===== src/rtl/la_scanreg_pkg.sv =====
// la_scanreg_pkg: chain length and counter width helpers shared by the scan register files
package la_scanreg_pkg;
  function automatic int clog2(input int v);
    int r;
    r = 0;
    while ((1 << r) < v) r++;
    return r;
  endfunction
  function automatic int chain_len(input int w, input int n);
    return (w + n - 1) / n;
  endfunction
  function automatic int scnt_w(input int w, input int n);
    return clog2(chain_len(w, n) + 1);
  endfunction
endpackage


===== src/rtl/la_scanreg_if.sv =====
// la_scanreg_if: functional/scan bus of the scannable register bank
interface la_scanreg_if import la_scanreg_pkg::*; #(
  parameter int W       = 8,
  parameter int NCHAINS = 1,
  parameter int SW      = scnt_w(W, NCHAINS)
) ();
  logic [W-1:0]       d;
  logic [W-1:0]       q;
  logic               en;
  logic               se;
  logic [NCHAINS-1:0] si;
  logic [NCHAINS-1:0] so;
  logic [SW-1:0]      scnt;
  logic               sdone;
  logic               par;
  modport master(output d, en, se, si, input q, so, scnt, sdone, par);
  modport slave(input d, en, se, si, output q, so, scnt, sdone, par);
endinterface


===== src/rtl/la_scanreg_chain.sv =====
// la_scanreg_chain: one scan chain slice with functional load and optional inversion
module la_scanreg_chain #(
  parameter int             LEN    = 1,
  parameter int             INV    = 0,
  parameter logic [LEN-1:0] RSTVAL = '0
) (
  input  logic           clk,
  input  logic           nreset,
  input  logic [LEN-1:0] d,
  input  logic           en,
  input  logic           se,
  input  logic           si,
  output logic [LEN-1:0] q,
  output logic           so
);
  logic [LEN-1:0] q_d, q_q, src;
  always_comb begin
    src = se ? LEN'({q_q, si}) : d;
    q_d = (se || en) ? ((INV != 0) ? ~src : src) : q_q;
  end
  always_ff @(posedge clk)
    if (!nreset) q_q <= RSTVAL;
    else         q_q <= q_d;
  assign q  = q_q;
  assign so = q_q[LEN-1];
endmodule


===== src/rtl/la_scanreg.sv =====
// la_scanreg: W-bit scannable register bank in NCHAINS chains; LA_SCANREG_PARITY_EN adds a parity flop on par.
module la_scanreg import la_scanreg_pkg::*; #(
  parameter int           W       = 8,
  parameter int           NCHAINS = 1,
  parameter int           INV     = 0,
  parameter logic [W-1:0] RSTVAL  = '0,
  parameter               PROP    = "DEFAULT"
) (
  input logic        clk,
  input logic        nreset,
  la_scanreg_if.slave bus
);
  localparam int L  = chain_len(W, NCHAINS);
  localparam int SW = scnt_w(W, NCHAINS);
  logic [SW-1:0] scnt_d, scnt_q;
  logic          sdone_d, sdone_q;
  for (genvar k = 0; k < NCHAINS; k++) begin : g_chain
    localparam int BASE = k * L;
    localparam int LEN  = (W - BASE < L) ? W - BASE : L;
    la_scanreg_chain #(
      .LEN    (LEN),
      .INV    (INV),
      .RSTVAL (RSTVAL[BASE +: LEN])
    ) u_chain (
      .clk    (clk),
      .nreset (nreset),
      .d      (bus.d[BASE +: LEN]),
      .en     (bus.en),
      .se     (bus.se),
      .si     (bus.si[k]),
      .q      (bus.q[BASE +: LEN]),
      .so     (bus.so[k])
    );
  end
  always_comb begin
    scnt_d  = bus.se ? ((scnt_q == SW'(L)) ? scnt_q : scnt_q + 1'b1) : '0;
    sdone_d = scnt_d == SW'(L);
  end
  always_ff @(posedge clk)
    if (!nreset) begin
      scnt_q  <= '0;
      sdone_q <= 1'b0;
    end else begin
      scnt_q  <= scnt_d;
      sdone_q <= sdone_d;
    end
  assign bus.scnt  = scnt_q;
  assign bus.sdone = sdone_q;
`ifdef LA_SCANREG_PARITY_EN
  localparam logic INV_ODD = (INV != 0) && (W % 2 == 1);
  logic par_d, par_q;
  // a shift drops every chain's top bit and adds every si bit; inverting W bits flips parity when W is odd
  always_comb
    par_d = bus.se ? ((^bus.q) ^ (^bus.so) ^ (^bus.si) ^ INV_ODD) :
            bus.en ? ((^bus.d) ^ INV_ODD) : (^bus.q);
  always_ff @(posedge clk)
    if (!nreset) par_q <= ^RSTVAL;
    else         par_q <= par_d;
  assign bus.par = par_q;
`else
  assign bus.par = 1'b0;
`endif
endmodule


===== src/flat_wrapper.sv =====
// flat-port wrapper written by rule: the top's interface ports become plain ports
module la_scanreg_flat import la_scanreg_pkg::*;
#(
  parameter int           W       = 8,
  parameter int           NCHAINS = 1,
  parameter int           INV     = 0,
  parameter logic [W-1:0] RSTVAL  = '0,
  parameter               PROP    = "       "
)
  (clk, nreset, bus_d, bus_en, bus_se, bus_si, bus_q, bus_so, bus_scnt, bus_sdone, bus_par);
  la_scanreg_if #(.W(W), .NCHAINS(NCHAINS)) bus_i ();
  input logic clk;
  input logic nreset;
  input wire logic [$bits(bus_i.d)-1:0] bus_d;
  input wire logic [$bits(bus_i.en)-1:0] bus_en;
  input wire logic [$bits(bus_i.se)-1:0] bus_se;
  input wire logic [$bits(bus_i.si)-1:0] bus_si;
  output wire logic [$bits(bus_i.q)-1:0] bus_q;
  output wire logic [$bits(bus_i.so)-1:0] bus_so;
  output wire logic [$bits(bus_i.scnt)-1:0] bus_scnt;
  output wire logic [$bits(bus_i.sdone)-1:0] bus_sdone;
  output wire logic [$bits(bus_i.par)-1:0] bus_par;
  assign bus_i.d = bus_d;
  assign bus_i.en = bus_en;
  assign bus_i.se = bus_se;
  assign bus_i.si = bus_si;
  assign bus_q = bus_i.q;
  assign bus_so = bus_i.so;
  assign bus_scnt = bus_i.scnt;
  assign bus_sdone = bus_i.sdone;
  assign bus_par = bus_i.par;
  la_scanreg #(.W(W), .NCHAINS(NCHAINS), .INV(INV), .RSTVAL(RSTVAL), .PROP(PROP)) u_core (.clk(clk), .nreset(nreset), .bus(bus_i));
endmodule

===== config.mk =====
export PLATFORM = sky130hd
export DESIGN_NAME = la_scanreg_flat
export DESIGN_NICKNAME = d
export VERILOG_FILES = /design/src/rtl/la_scanreg_pkg.sv /design/src/rtl/la_scanreg_if.sv /design/src/rtl/la_scanreg_chain.sv /design/src/rtl/la_scanreg.sv /design/src/flat_wrapper.sv
export SDC_FILE = /design/constraint.sdc
export NUM_CORES = 1
export LEC_CHECK = 0
export BUFFER_PORTS_ARGS = -buffer_cell sky130_fd_sc_hd__buf_2
export CORE_MARGIN = 2
export CORE_UTILIZATION = 46
export DETAILED_ROUTE_END_ITERATION = 10
export GPL_ROUTABILITY_DRIVEN = 0
export HOLD_SLACK_MARGIN = 0.05
export PLACE_DENSITY = 0.72
export SYNTH_ARGS = -nofsm -noshare
export SYNTH_HDL_FRONTEND = slang
export SYNTH_HIERARCHICAL = 1
export SYNTH_SLANG_ARGS = --single-unit

===== constraint.sdc =====
create_clock -name clk -period 1.8 [get_ports clk]
set_input_delay 0 -clock clk [delete_from_list [all_inputs] [get_ports clk]]
set_output_delay 0 -clock clk [all_outputs]
set_load 0.005 [all_outputs]

# Yosys cells after proc, flatten, opt, wreduce, memory -nomap -nowiden
# Cells that the tools add are included.
# classes
n_addsub	1
eq_ne	2
mux	3
n_reduce_logical	1
# op_table
operator	count
4-bit equality test (second input constant)	2
4-bit two-way mux	2
8-bit two-way mux	1
4-bit by 1-bit adder with 4-bit output (second input constant)	1
1-bit logical OR	1
# totals
reg_bits	13
input_bits	13
out_inout_bits	15
wordCells	10

# Logic depth before layout (Yosys ltp)
# Gate-level depths: netlist (run 1).
# depth
depth_word	4
mapped_depth	5
ltp_nobuf	5

# Hierarchy
# Netlist (run 1), hierarchy kept.
# by_module_without_submodules
module	n_inst	cells_per_inst	area_per_inst_um2	seq_area_each_um2
la_scanreg_chain	1	36	447.9	160.2
la_scanreg	1	27	252.7	100.1

# Least setup slack after synthesis (run 1)
# OpenSTA, ideal clock, no wires.
# synth_timing
path_kind	register to register
from	register u_core.scnt_q[0] (netlist: u_core/bus.scnt[0])
to	register u_core.sdone_q (netlist: u_core/bus.sdone)
setup_ns	0.103
arrival_ns	1.319
t_required_ns	1.697
slack_ns	0.378
stages_incl_launch_ff	6
path_buffers	0
period_less_slack_ns	1.422
path_cell_list	dfxtp_1 -> inv_1 -> ha_1 -> a211oi_1 -> o21ai_1 -> a2111oi_2
# synth_between
elab_chain_cells	4
word_cells_on_any_way	5
classes_between	1 x add/sub; 2 x eq/ne; 2 x mux
# synth_lines
element	line	rtl
start, declared	la_scanreg.sv:15	logic [SW-1:0] scnt_d, scnt_q;
start signal, assigned	la_scanreg.sv:44	scnt_q <= scnt_d;
4-bit by 1-bit adder with 4-bit output / 4-bit equality test (equally long branches)	la_scanreg.sv:36	scnt_d = bus.se ? ((scnt_q == SW'(L)) ? scnt_q : scnt_q + 1'b1) : '0;
4-bit two-way mux (*) (2 in a row)	la_scanreg.sv:36	
4-bit equality test (*)	la_scanreg.sv:37	sdone_d = scnt_d == SW'(L);
end signal, assigned	la_scanreg.sv:45	sdone_q <= sdone_d;
end, declared	la_scanreg.sv:16	logic sdone_d, sdone_q;
# Every way passes the cells marked *; elsewhere a longest branch is shown, timed or not.
# A chain may end at the register's enable or synchronous reset.

# Final worst setup path (run 1)
# Same ends and word-level chain as after synthesis.

==> impl_metrics.py, run 1 <==
metrics = {
    "routing": {
        "vias_per_cell": 5.05,
        "wl_per_cell_um": 11.3,
        "drtPass1Iterations": 3,
        "drc": 0,
        "routed_wl_mm": 1.21,
        "ant_nets": 0,
        "num_vias": 540,
        "first_iter_violations": 2,
    },
    "status": {
        "status": "complete, no violations",
    },
    "timing": {
        "fmax_ghz": 0.670,
        "fin_crit_ns": 1.49,
        "timing.final.ws_setup_ns": 0.308,
        "setup_tns_ns": 0,
        "rsz0062_at_grt": "false",
        "clock_skew_ns": 0.000859,
        "setup_viol": 0,
        "final_max_slew_viol_count": 0,
        "hold_viol": 0,
        "finalCritPeriodShare_pct": 82.9,
    },
    "finish": {
        "post-route-cell-area_um2": 872,
        "fillers": 136,
        "antenna_cells": 0,
        "drive_gt1_share_pct": 42.9,
        "fin_nets": 107,
        "syn_to_final_growth_pct": 24.5,
    },
    "setup_path": {
        "cp_max_fo": 7,
        "worstPathArrival_ns": 1.67,
        "worst_ep_required_time_ns": 1.98,
        "cp-end-kind": "flip-flop",
        "crit_type": "reg -> reg",
        "critPathLaunchType": "flip-flop",
    },
    "synth": {
        "ys_ff_latch": 13,
        "netlist_area_um2": 701,
        "synth-warning-count": 6,
        "synth.most_common_cell": "dfxtp_1",
        "postSynth.asyncResetShare_pct": 0,
        "syn_inst": 63,
        "synth_flop_cell": "dfxtp_1",
        "avgSynthCellArea_um2": 11.1,
        "synth-edff-count": 0,
        "yosysTopAreaCellShare_pct": 37.1,
        "ys_seq_area_share_pct": 37.1,
        "synth_area_leaders": "dfxtp_1 (37%), mux2_4 (17%), o211a_1 (11%)",
        "syn_nets": 78,
        "synth_commonest_cells": "dfxtp_1 (13), mux2_4 (8), o211a_1 (8), or2b_1 (8)",
        "yosys.area.top_type": "dfxtp_1",
        "synth.distinct_cells": 25,
    },
    "global_routing": {
        "grt.overflow.total": 0,
        "grt_pass1_wl_mm": 1.89,
        "grt_max_degree": 19,
        "grt_pass1_vias": 443,
        "grt_antenna_before_repair": 0,
        "grt_use_total_pct": 13.8,
    },
    "die": {
        "initial_utilization_pct": 47.6,
        "die_area_mm2": 0.00185,
        "chipHeight_um": 43.0,
        "die_x_um": 43.0,
        "row_count": 14,
        "coreArea_mm2": 0.00147,
        "pin_count": 28,
    },
    "clocking": {
        "clk_pin_slew_worst_paths_ns": 0.08,
        "tritoncts": "done",
        "postCtsHoldBufs": 3,
        "clock_latency_ns": 0.27,
        "cts_sinks": 13,
        "cts_made_buffers": 3,
        "cts_resized": 0,
        "htreeDepth": 1,
        "post-cts-setup-buffer-count": 0,
        "cts_root_buf": "clkbuf_4",
        "clock_path_buffers": 2,
    },
    "placed_design": {
        "dpl.hpwl_um": 841,
        "place_area_um2": 816,
        "place_ws_ns": 0.302,
        "portBuffers": 26,
    },
    "power": {
        "total_power_w": 0.000601,
        "ir_drop_uv": 497,
        "p_leak_nw": 0.498,
        "p_per_area_mw_per_mm2": 690,
    },
    "flow_run": {
        "drv_cap": 0,
    },
    "min_path": {
        "hold_class": "in -> reg",
    },
}
power breakdown:
part / internal (W) / switching (W) / leakage, nW / total, W
logic: 0.0000677 / 0.0000400 / 0.376 / 0.000108
registers: 0.000303 / 0.0000109 / 0.107 / 0.000314
clock network: 0.0000858 / 0.0000943 / 0.0150 / 0.000180
cell usage in the layout (no fill, tap or decap):
cell type / count
o21ai_1: 1
and3b_1: 1
and2_1: 1
dlygate4sd3_1: 3
clkbuf_4: 3
mux2_4: 8
buf_2: 26
and3_1: 1
clkbuf_1: 1
mux2i_1: 1
ha_1: 2
or2b_1: 8
a21oi_1: 1
conb_1: 1
or3_4: 1
a2111oi_2: 1
nand3_1: 1
o21ai_0: 1
nand2_1: 2
a211oi_1: 1
dfxtp_1: 13
nor2_1: 2
inv_1: 2
xor2_1: 1
o211a_1: 8
area by class of cell:
class | instances | area, um2 | share of cell area [%]
tap | 16 | 20.0 | 2.30
inverter | 2 | 7.51 | 0.861
clock buffer | 4 | 26.3 | 3.01
timing repair buffer | 29 | 160 | 18.4
multi-input combinational | 43 | 398 | 45.6
sequential | 13 | 260 | 29.8
logic make-up (layout without fill, tap and decap cells):
family	count (synthesis)	count (layout)	share of synthesized area [%]
buf+inv	7	35	6.07
simple gates	17	17	16.1
mux	9	9	18.6
xor+xnor	1	1	1.25
compound gates	13	13	16.8
fa+ha+maj	2	2	3.57
other cells	1	1	0.535
flops	13	13	37.1
metrics by stage:
stage	utilization, %	std cells	hold slack, ns
6_report	59.3	107	0.0729
5_1_grt	59.3	107	0.0689
4_1_cts	59.3	107	0.0613
3_5_place_dp	55.4	100	0.321
3_3_place_gp	55.4	100	0.312
2_1_floorplan	-	63	0.146
routing by layer:
layer	wire length, um	up-vias	global-route usage [%]	share of wire (%)
li1	-	274	-	-
met1	562	250	18.2	46
met2	570	14	19.4	47
met3	67	2	2.55	5.5
met4	10	0	10.9	0.83
met5	0	-	0	0
path summary, 6_finish.rpt:
path                                                             startpoint                                          end  slack, ns  cells past startpoint
worst max-delay path                          u_core/bus.scnt[0]$_SDFF_PN0_                  u_core/bus.sdone$_SDFF_PN0_       0.31                      5
worst min-delay path                                               bus_d[7]  u_core/g_chain[0].u_chain/q[7]$_SDFFE_PN0P_       0.07                      3
worst min register to register  u_core/g_chain[0].u_chain/q[6]$_SDFFE_PN0P_  u_core/g_chain[0].u_chain/q[7]$_SDFFE_PN0P_       0.60                      2
worst max register to register                u_core/bus.scnt[0]$_SDFF_PN0_                  u_core/bus.sdone$_SDFF_PN0_       0.31                      5
worst max-delay path, stage by stage (launching register included):
cell,delay (ns)
dfxtp_1,0.43
inv_1,0.07
ha_1,0.22
a211oi_1,0.23
o21ai_1,0.11
a2111oi_2,0.34
flip-flops by register name (all words and copies together) (netlist names):
name                      cells
u_core/g_chain.u_chain/q      8
u_core/bus.scnt               4
u_core/bus.sdone              1
(Power assumes the default switching activity.)
==> inputs of run 2 (changes only) <==
--- a/config.mk
+++ b/config.mk
@@ -7,11 +7,11 @@
 export LEC_CHECK = 0
 export BUFFER_PORTS_ARGS = -buffer_cell sky130_fd_sc_hd__buf_2
 export CORE_MARGIN = 2
-export CORE_UTILIZATION = 46
+export CORE_UTILIZATION = 41
 export DETAILED_ROUTE_END_ITERATION = 10
 export GPL_ROUTABILITY_DRIVEN = 0
 export HOLD_SLACK_MARGIN = 0.05
-export PLACE_DENSITY = 0.72
+export PLACE_DENSITY = 0.68
 export SYNTH_ARGS = -nofsm -noshare
 export SYNTH_HDL_FRONTEND = slang
 export SYNTH_HIERARCHICAL = 1
==> constraint.sdc (replaced) <==
create_clock -name clk -period 1.2 [get_ports clk]
set_input_delay 0 -clock clk [delete_from_list [all_inputs] [get_ports clk]]
set_output_delay 0 -clock clk [all_outputs]
set_load 0.005 [all_outputs]
==> impl_metrics.py, run 2 (synthesis gave the netlist of run 1 again) <==
metrics = {
    "status": {
        "status": "finished with violations",
        "violations": "setup timing",
    },
    "finish": {
        "fin_nets": 109,
        "largest_reg_flops": 8,
        "antenna_cells": 0,
        "mostFrequentLayoutCell": "buf_2",
        "syn_to_final_growth_pct": 32.3,
        "drive_gt1_share_pct": 54.8,
        "final_cell_mix": "buf_2 (26), dfxtp_1 (11), mux2_4 (8), or2b_1 (8), o211a_1 (8)",
    },
    "setup_path": {
        "worst_ep_required_time_ns": 1.37,
        "critPathLaunchType": "flip-flop",
        "cp-end-kind": "flip-flop",
        "worstPathArrival_ns": 1.49,
        "r2r_slack_ns": -0.12,
        "cp_max_fo": 4,
        "crit_type": "reg -> reg",
    },
    "power": {
        "ir_drop_uv": 564,
        "p_clk_share_pct": 29.1,
        "total_power_w": 0.000910,
        "power.internal_w": 0.000685,
        "p_per_area_mw_per_mm2": 982,
        "seq_power_share_pct": 51.7,
        "switching_share_pct": 24.7,
        "p_leak_nw": 0.516,
        "p_comb_share_pct": 19.2,
        "p_switching_w": 0.000225,
    },
    "clocking": {
        "cts_sinks": 13,
        "cts_root_buf": "clkbuf_4",
        "clk_pin_slew_worst_paths_ns": 0.08,
        "htreeDepth": 1,
        "clock_path_buffers": 2,
        "tritoncts": "done",
        "cts_made_buffers": 3,
        "clock_latency_ns": 0.27,
    },
    "routing": {
        "drc": 0,
        "first_iter_violations": 1,
        "drtPass1Iterations": 3,
        "vias_per_cell": 5.04,
        "routed_wl_mm": 1.26,
        "wl_per_cell_um": 11.6,
        "ant_nets": 0,
        "num_vias": 549,
    },
    "die": {
        "coreArea_mm2": 0.00156,
        "initial_utilization_pct": 44.9,
        "die_area_mm2": 0.00206,
        "chipHeight_um": 45.3,
        "pin_count": 28,
        "die_x_um": 45.3,
        "row_count": 14,
    },
    "placed_design": {
        "dpl.hpwl_um": 926,
        "portBuffers": 26,
    },
    "timing": {
        "fin_crit_ns": 1.32,
        "finalCritPeriodShare_pct": 110,
        "final_max_slew_viol_count": 0,
        "setup_tns_ns": -0.149,
        "hold_slack_ns": 0.0719,
        "timing.final.ws_setup_ns": -0.116,
        "setup_viol": 2,
        "clock_skew_ns": 0.00495,
        "hold_viol": 0,
        "rsz0062_at_grt": "true",
        "fmax_ghz": 0.760,
    },
    "global_routing": {
        "grt_antenna_before_repair": 0,
        "grt_pass1_vias": 512,
        "grt_pass1_wl_mm": 2.14,
        "grt.overflow.total": 0,
        "grt_max_degree": 19,
        "grt_use_total_pct": 14.3,
    },
    "min_path": {
        "hold_class": "in -> reg",
    },
    "flow_run": {
        "drv_cap": 0,
    },
}
[run 2: power by group through the flow]
stage               combinational [W]  clock, W  sequential [W]
floorplan                    0.000110         0        0.000482
global placement             0.000162         0        0.000479
detailed placement           0.000164         0        0.000480
CTS                          0.000177  0.000278        0.000471
global route                 0.000189  0.000304        0.000475
finish                       0.000175  0.000265        0.000470
[run 2: metal layers]
metal | vias up | wire, um | track usage, %
li1 | 284 | - | -
met2 | 15 | 601 | 24.6
met1 | 250 | 613 | 17.7
met5 | - | 0 | 0
met4 | 0 | 0 | 3.53
met3 | 0 | 48 | 3.60
[run 2: cell type report]
| type | count | area (um2) |
|---|---|---|
| fill | 140 | 632 |
| multi-input combinational | 43 | 434 |
| sequential | 13 | 265 |
| timing repair buffer | 31 | 173 |
| clock buffer | 3 | 22.5 |
| tap | 16 | 20.0 |
| inverter | 2 | 7.51 |
| clock inverter | 1 | 5.00 |
[run 2: final timing paths]
check	startpoint	to	cells past startpoint
max	u_core/bus.scnt[0]$_SDFF_PN0_	u_core/bus.sdone$_SDFF_PN0_	5
min	bus_d[5]	u_core/g_chain[0].u_chain/q[5]$_SDFFE_PN0P_	3
max reg2reg	u_core/bus.scnt[0]$_SDFF_PN0_	u_core/bus.sdone$_SDFF_PN0_	5
min reg2reg	u_core/g_chain[0].u_chain/q[3]$_SDFFE_PN0P_	u_core/g_chain[0].u_chain/q[4]$_SDFFE_PN0P_	2
[run 2: critical path, cell delays in order, from the launching register on]
cell and delay [ns]:
dfxtp_4 0.36, inv_2 0.06, ha_4 0.14, nand2_2 0.05
or3_4 0.34, a2111oi_4 0.27
[run 2: per-stage QoR]
stage               utilization [%]  std cells  instance area, um2  setup WS [ns]
floorplan                         -         63                 717        -0.0986
global placement               54.8        103                 855         -0.111
detailed placement             54.8        103                 855         -0.126
CTS                            59.5        109                 927         -0.114
global route                   59.5        109                 927         -0.174
finish                         59.5        109                 927         -0.116
[run 2: what timing repair did]
action,CTS,global route
hold buffers,2,0
endpoints found under the hold margin,4,0
setup endpoints to repair,2,2
cloned,0,0
pin swaps,2,1
buffers inserted,0,0
resized for setup,5,0
